## src/rtl/multdiv_unit.sv

```systemverilog
// Multi-cycle signed 32-bit multiply/divide unit for the execute stage.
// Build option: define MULTDIV_BOOTH4_EN for a 16-iteration radix-4 Booth multiply.
module multdiv_unit #(
  parameter int DATA_W = 32,
  parameter int CNT_W  = 6
) (
  input  logic              clock,
  input  logic              reset,
  input  logic [DATA_W-1:0] data_operandA,
  input  logic [DATA_W-1:0] data_operandB,
  input  logic              ctrl_MULT,
  input  logic              ctrl_DIV,
  output logic [DATA_W-1:0] data_result,
  output logic              data_exception,
  output logic              data_resultRDY,
  output logic              busy
);

  // Handshake: ctrl_MULT/ctrl_DIV is sampled on every rising edge and always
  // accepted (restarting any operation in flight); data_resultRDY is a one-cycle
  // strobe with data_result/data_exception valid; busy covers start..strobe.
  typedef enum logic [1:0] {IDLE, MUL, DIV, DONE} state_t;

`ifdef MULTDIV_BOOTH4_EN
  localparam logic [CNT_W-1:0] MUL_LAST = CNT_W'(15);
`else
  localparam logic [CNT_W-1:0] MUL_LAST = CNT_W'(31);
`endif
  localparam logic [CNT_W-1:0] DIV_LAST = CNT_W'(31);

  state_t            state_q, state_d;
  logic [CNT_W-1:0]  cnt_q;
  logic [31:0]       op_a_q, op_b_q;
  logic              op_mul_q;
  logic [31:0]       mcand_q;
  logic [63:0]       prod_q;
  logic [31:0]       result_q;
  logic              exc_q;
  logic              rdy_q;
  logic              start;

  function automatic logic [31:0] mag(input logic [31:0] x);
    return x[31] ? (~x + 32'd1) : x;
  endfunction

  assign start = ctrl_MULT | ctrl_DIV;

  always_ff @(posedge clock or posedge reset) begin
    if (reset) state_q <= IDLE;
    else       state_q <= state_d;
  end

  always_comb begin
    state_d = state_q;
    if (start) begin
      state_d = ctrl_MULT ? MUL : DIV;
    end else begin
      case (state_q)
        IDLE:    state_d = IDLE;
        MUL:     state_d = (cnt_q == MUL_LAST) ? DONE : MUL;
        DIV:     state_d = (cnt_q == DIV_LAST) ? DONE : DIV;
        DONE:    state_d = IDLE;
        default: state_d = IDLE;
      endcase
    end
  end

  always_comb begin
    busy           = (state_q != IDLE) || rdy_q;
    data_resultRDY = rdy_q;
    data_result    = result_q;
    data_exception = exc_q;
  end

  // Radix-2 multiply step: accumulate into the high half, shift right.
  logic [32:0] mul_sum;
  assign mul_sum = {1'b0, prod_q[63:32]} + (prod_q[0] ? {1'b0, mcand_q} : 33'd0);

  // Restoring divide step: remainder in prod_q[63:32], quotient shifts into [31:0].
  logic [32:0] div_sh;
  logic        div_ge;
  logic [31:0] div_sub;
  assign div_sh  = {prod_q[63:32], prod_q[31]};
  assign div_ge  = div_sh >= {1'b0, mcand_q};
  assign div_sub = div_sh[31:0] - mcand_q;

`ifdef MULTDIV_BOOTH4_EN
  logic [63:0] booth_mc_q;
  logic [32:0] booth_mp_q;
  logic [63:0] booth_add;

  always_comb begin
    booth_add = 64'd0;
    case (booth_mp_q[2:0])
      3'b001, 3'b010: booth_add = booth_mc_q;
      3'b011:         booth_add = booth_mc_q << 1;
      3'b100:         booth_add = -(booth_mc_q << 1);
      3'b101, 3'b110: booth_add = -booth_mc_q;
      default:        booth_add = 64'd0;
    endcase
  end
`endif

  // Final sign correction and exception detection, captured on leaving DONE.
  logic        neg;
  logic [63:0] fin_prod;
  logic [31:0] fin_quo;
  logic [31:0] fin_res;
  logic        fin_exc;

  always_comb begin
    neg = op_a_q[31] ^ op_b_q[31];
`ifdef MULTDIV_BOOTH4_EN
    fin_prod = prod_q;
`else
    fin_prod = neg ? -prod_q : prod_q;
`endif
    fin_quo = neg ? -prod_q[31:0] : prod_q[31:0];
    fin_res = fin_quo;
    fin_exc = 1'b0;
    if (op_mul_q) begin
      fin_res = fin_prod[31:0];
      fin_exc = !((&fin_prod[63:31]) || (~|fin_prod[63:31]));
    end else if (op_b_q == 32'd0) begin
      fin_res = 32'd0;
      fin_exc = 1'b1;
    end else if (op_a_q == 32'h8000_0000 && op_b_q == 32'hFFFF_FFFF) begin
      fin_res = 32'h8000_0000;
      fin_exc = 1'b1;
    end
  end

  always_ff @(posedge clock or posedge reset) begin
    if (reset) begin
      cnt_q      <= '0;
      op_a_q     <= '0;
      op_b_q     <= '0;
      op_mul_q   <= 1'b0;
      mcand_q    <= '0;
      prod_q     <= '0;
      result_q   <= '0;
      exc_q      <= 1'b0;
      rdy_q      <= 1'b0;
`ifdef MULTDIV_BOOTH4_EN
      booth_mc_q <= '0;
      booth_mp_q <= '0;
`endif
    end else begin
      rdy_q <= (state_q == DONE);
      if (state_q == DONE) begin
        result_q <= fin_res;
        exc_q    <= fin_exc;
      end
      if (start) begin
        op_a_q   <= data_operandA;
        op_b_q   <= data_operandB;
        op_mul_q <= ctrl_MULT;
        cnt_q    <= '0;
        mcand_q  <= ctrl_MULT ? mag(data_operandA) : mag(data_operandB);
        if (ctrl_MULT) begin
`ifdef MULTDIV_BOOTH4_EN
          prod_q     <= 64'd0;
          booth_mc_q <= {{32{data_operandA[31]}}, data_operandA};
          booth_mp_q <= {data_operandB, 1'b0};
`else
          prod_q     <= {32'd0, mag(data_operandB)};
`endif
        end else begin
          prod_q <= {32'd0, mag(data_operandA)};
        end
      end else if (state_q == MUL) begin
        cnt_q <= (cnt_q == MUL_LAST) ? '0 : cnt_q + CNT_W'(1);
`ifdef MULTDIV_BOOTH4_EN
        prod_q     <= prod_q + booth_add;
        booth_mc_q <= booth_mc_q << 2;
        booth_mp_q <= {{2{booth_mp_q[32]}}, booth_mp_q[32:2]};
`else
        prod_q     <= {mul_sum, prod_q[31:1]};
`endif
      end else if (state_q == DIV) begin
        cnt_q  <= (cnt_q == DIV_LAST) ? '0 : cnt_q + CNT_W'(1);
        prod_q <= {(div_ge ? div_sub : div_sh[31:0]), prod_q[30:0], div_ge};
      end
    end
  end

endmodule

```

## config.mk

```make
export PLATFORM = sky130hd
export DESIGN_NAME = multdiv_unit
export DESIGN_NICKNAME = d
export VERILOG_FILES = /design/src/rtl/multdiv_unit.sv
export SDC_FILE = /design/constraint.sdc
export NUM_CORES = 1
export LEC_CHECK = 0
export BUFFER_PORTS_ARGS = -buffer_cell sky130_fd_sc_hd__buf_2
export CORE_MARGIN = 5
export CORE_UTILIZATION = 46
export CTS_CLUSTER_SIZE = 16
export DETAILED_ROUTE_END_ITERATION = 16
export SYNTH_ARGS = -nofsm -noshare
export SYNTH_HDL_FRONTEND = slang
export SYNTH_SLANG_ARGS = --single-unit
export TNS_END_PERCENT = 30
```

## constraint.sdc

```tcl
create_clock -name clock -period 6.5 [get_ports clock]
set_input_delay 0.325 -clock clock [delete_from_list [all_inputs] [get_ports clock]]
set_output_delay 0.325 -clock clock [all_outputs]
set_load 0.1 [all_outputs]
```

==> results.toml <==
[yosys]
yosysTopAreaCellShare_pct = 31.4
synth_commonest_cells = "nand2_1, dfrtp_1, nor2_1"
synthesis.area_um2 = 16200
ys_ff_latch = 203
yosysWarnings = 0
synth-main-ff-cell = "dfrtp_1"
ys_top_cells_by_area = "dfrtp_1, nand2_1, ha_1"
async_flop_share_pct = 100
postSynthAreaPerCell_um2 = 7.79
synth_edf_count = 0
ys_seq_area_share_pct = 31.4
syn_nets = 2221
synth.distinct_cells = 82
synth_cells = 2078
synth_most_common_cell = "nand2_1"
yosysTopAreaCell = "dfrtp_1"

[power]
p_total_mw = 4.83
peakVddDrop_uv = 273
power_density_nw_per_um2 = 272
leakage_nw = 7.95

[critical_path]
worstSetupPathType = "reg -> reg"
end_kind = "flop"
worstPathArrival_ns = 4.96
cp_max_fo = 12
slowest_delay_ns = 0.69
cp-start-kind = "flop"
slowest_stage = "a2111oi_0"
path_cells = "inv_1, ha_1, inv_1, fa_1, a211oi_1, o21ai_0, a2111oi_0, nor2_1, a221oi_1, o31ai_1, a221o_1, a21oi_1, xor2_1, o21ai_0"
cp_data_required_time_ns = 6.89

[finish]
multi_input_area_um2 = 10200
regArea_um2 = 5080
antenna_cells = 0
fillCellCount = 3400
area_delta_synth_final_pct = 9.53
drive_gt1_share_pct = 9.41
nNetsFinal = 2231

[run_status]
status = "finished, final reports clean"

[clocking]
clk_latency_ns = 0.54
cts_root_buffer = "clkbuf_16"
clockBufferDepth = 3
clk_pin_slew_ns = 0.06
clock_sinks = 203
cts_buffers = 25
htree_levels = 1
cts_tree = "done"
postCtsSetupBuffers = 0

[floorplanning]
start_util_pct = 46.8
die_h_um = 198
fp.dieW_um = 198
core_um2 = 34600
die_area_um2 = 39100
io_pins = 103
rows = 68

[timing]
fin_skew_ns = 0.0202
hold_viol_final = 0
period_share_pct = 70.3
drv_slew = 0
tightest_slew_ns = 1.11
fin_tns_setup_ns = 0
rsz0062_at_grt = "no"
worst_slew_margin_rel_pct = 25.8
clock.fmax_ghz = 0.219
fin_crit_ns = 4.57
setup_viol = 0

[global_routing]
grt_usage_pct = 28.9
grt_max_degree = 101
grt_pass1_wl_um = 89900
grt_pass1_vias = 15200
grt_antenna_before_repair = 1
grt-ovfl-total = 0

[job]
max_cap_viol_count = 0

[hold_path]
hp-class = "in -> reg"

[placed_design]
portBuffers = 102
hpwl_um = 43800
routabilityCongestion = 0.977

[route]
drt-vias-per-instance = 6.31
antenna_left = 0
wl_per_cell_um = 22.9
dr.pass1.iters = 6
totalWireLength_um = 58700
dr.max_layer_used = "met4"
vias = 16200
met1_length_um = 26200
dr_wl_met3_um = 4900
drtIter0Drc = 1612
dr_wl_met2_um = 25200
drcViolationCount = 0
==> registers in the layout, indices dropped and copies added, names as in the netlist <==
signal          count
prod_q             64
op_mul_q            1
mcand_q            32
data_exception      1
data_result        32
state_q             2
data_resultRDY      1
cnt_q               6
op_a_q             32
op_b_q             32
==> critical path: cells and delay by family (launching register included) <==
family,cells,cell delay (ns)
fa+ha+maj,2,0.60
compound gates,8,2.80
xor+xnor,1,0.15
flops,1,0.50
simple gates,1,0.21
buf+inv,2,0.18
==> cells by family (layout without fill, tap and decap cells) <==
logic type,after synthesis,after routing,synth area share (%)
simple gates,794,794,22.9
compound gates,567,567,23.1
buf+inv,241,268,5.70
flops,203,203,31.4
xor+xnor,158,158,8.54
fa+ha+maj,75,75,5.89
mux,40,40,2.50
==> area by class of cell <==
class,count,area share [%]
Inverter,97,2.09
Tap cell,455,3.21
Sequential cell,203,28.6
Clock inverter,11,0.663
Timing Repair Buffer,127,3.95
Multi-Input combinational cell,1634,57.7
Clock buffer,33,3.75
==> metal layers <==
metal,up-vias,GRT usage [%]
li1,7489,-
met1,7808,43.1
met2,737,43.6
met3,121,3.51
met4,0,9.82
met5,-,0
==> worst paths after layout <==
check                                       start         endpoint  slack [ns]  cells past startpoint
worst max-delay path                   prod_q[31]       prod_q[62]        1.93                     14
worst min-delay path            data_operandA[27]       op_a_q[27]        0.03                      3
worst max register to register         prod_q[31]       prod_q[62]        1.93                     14
worst min register to register          op_a_q[3]        op_a_q[3]        0.46                      2
max in group asynchronous                   reset  data_result[17]        4.69                      4
min in group asynchronous                   reset         cnt_q[2]        0.37                      3
==> metrics by stage <==
stage | instance area [um2] | util [%] | setup WS, ns | hold WS [ns] | cells
after detailed placement | 16900 | 48.9 | 2.00 | 0.410 | 2515
final | 17700 | 51.2 | 1.93 | 0.0350 | 2560
after floorplan | 16200 | - | 0.636 | 0.430 | 2078
after global routing | 17700 | 51.2 | 1.67 | 0.0384 | 2560
after CTS | 17700 | 51.2 | 1.96 | 0.0237 | 2560
after global placement | 16900 | 48.9 | 2.07 | 0.407 | 2515
==> power by group <==
group / leakage (nW) / internal (mW) / switching, mW
registers: 2.52 / 1.42 / 0.194
logic: 5.05 / 0.505 / 1.32
clock network: 0.381 / 0.800 / 0.584
total: 7.95 / 2.73 / 2.10
==> cells in the final DEF (no fill, tap or decap), types with 8 or more instances in the layout <==
cell       count
o21a_1         9
dfrtp_1      203
o221ai_1      27
nand3_1       34
xor2_1        53
o31ai_1       30
mux2i_1       36
nor2b_1       12
o41ai_1       16
o31a_1         9
inv_1         95
o21ai_0      129
o21bai_1       9
nor4_1        36
buf_4         24
nor3_1        50
a211oi_1      24
xnor2_1      103
a22oi_1       24
or4_1         17
nor2_1       169
clkbuf_16     25
nand4_1       26
a21o_1        28
or2_2          8
nand2b_1      24
and3_1        12
a31oi_1       29
or3_1         23
a21oi_1      116
o22ai_1       41
nand2_1      341
ha_1          73
buf_2        102
==> timing repair <==
item / in CTS / in global routing
gates resized for setup: 0 / 0
hold buffers: 1 / 0
hold endpoints to repair: 66 / 0
Power figures use the tool's default switching activity.
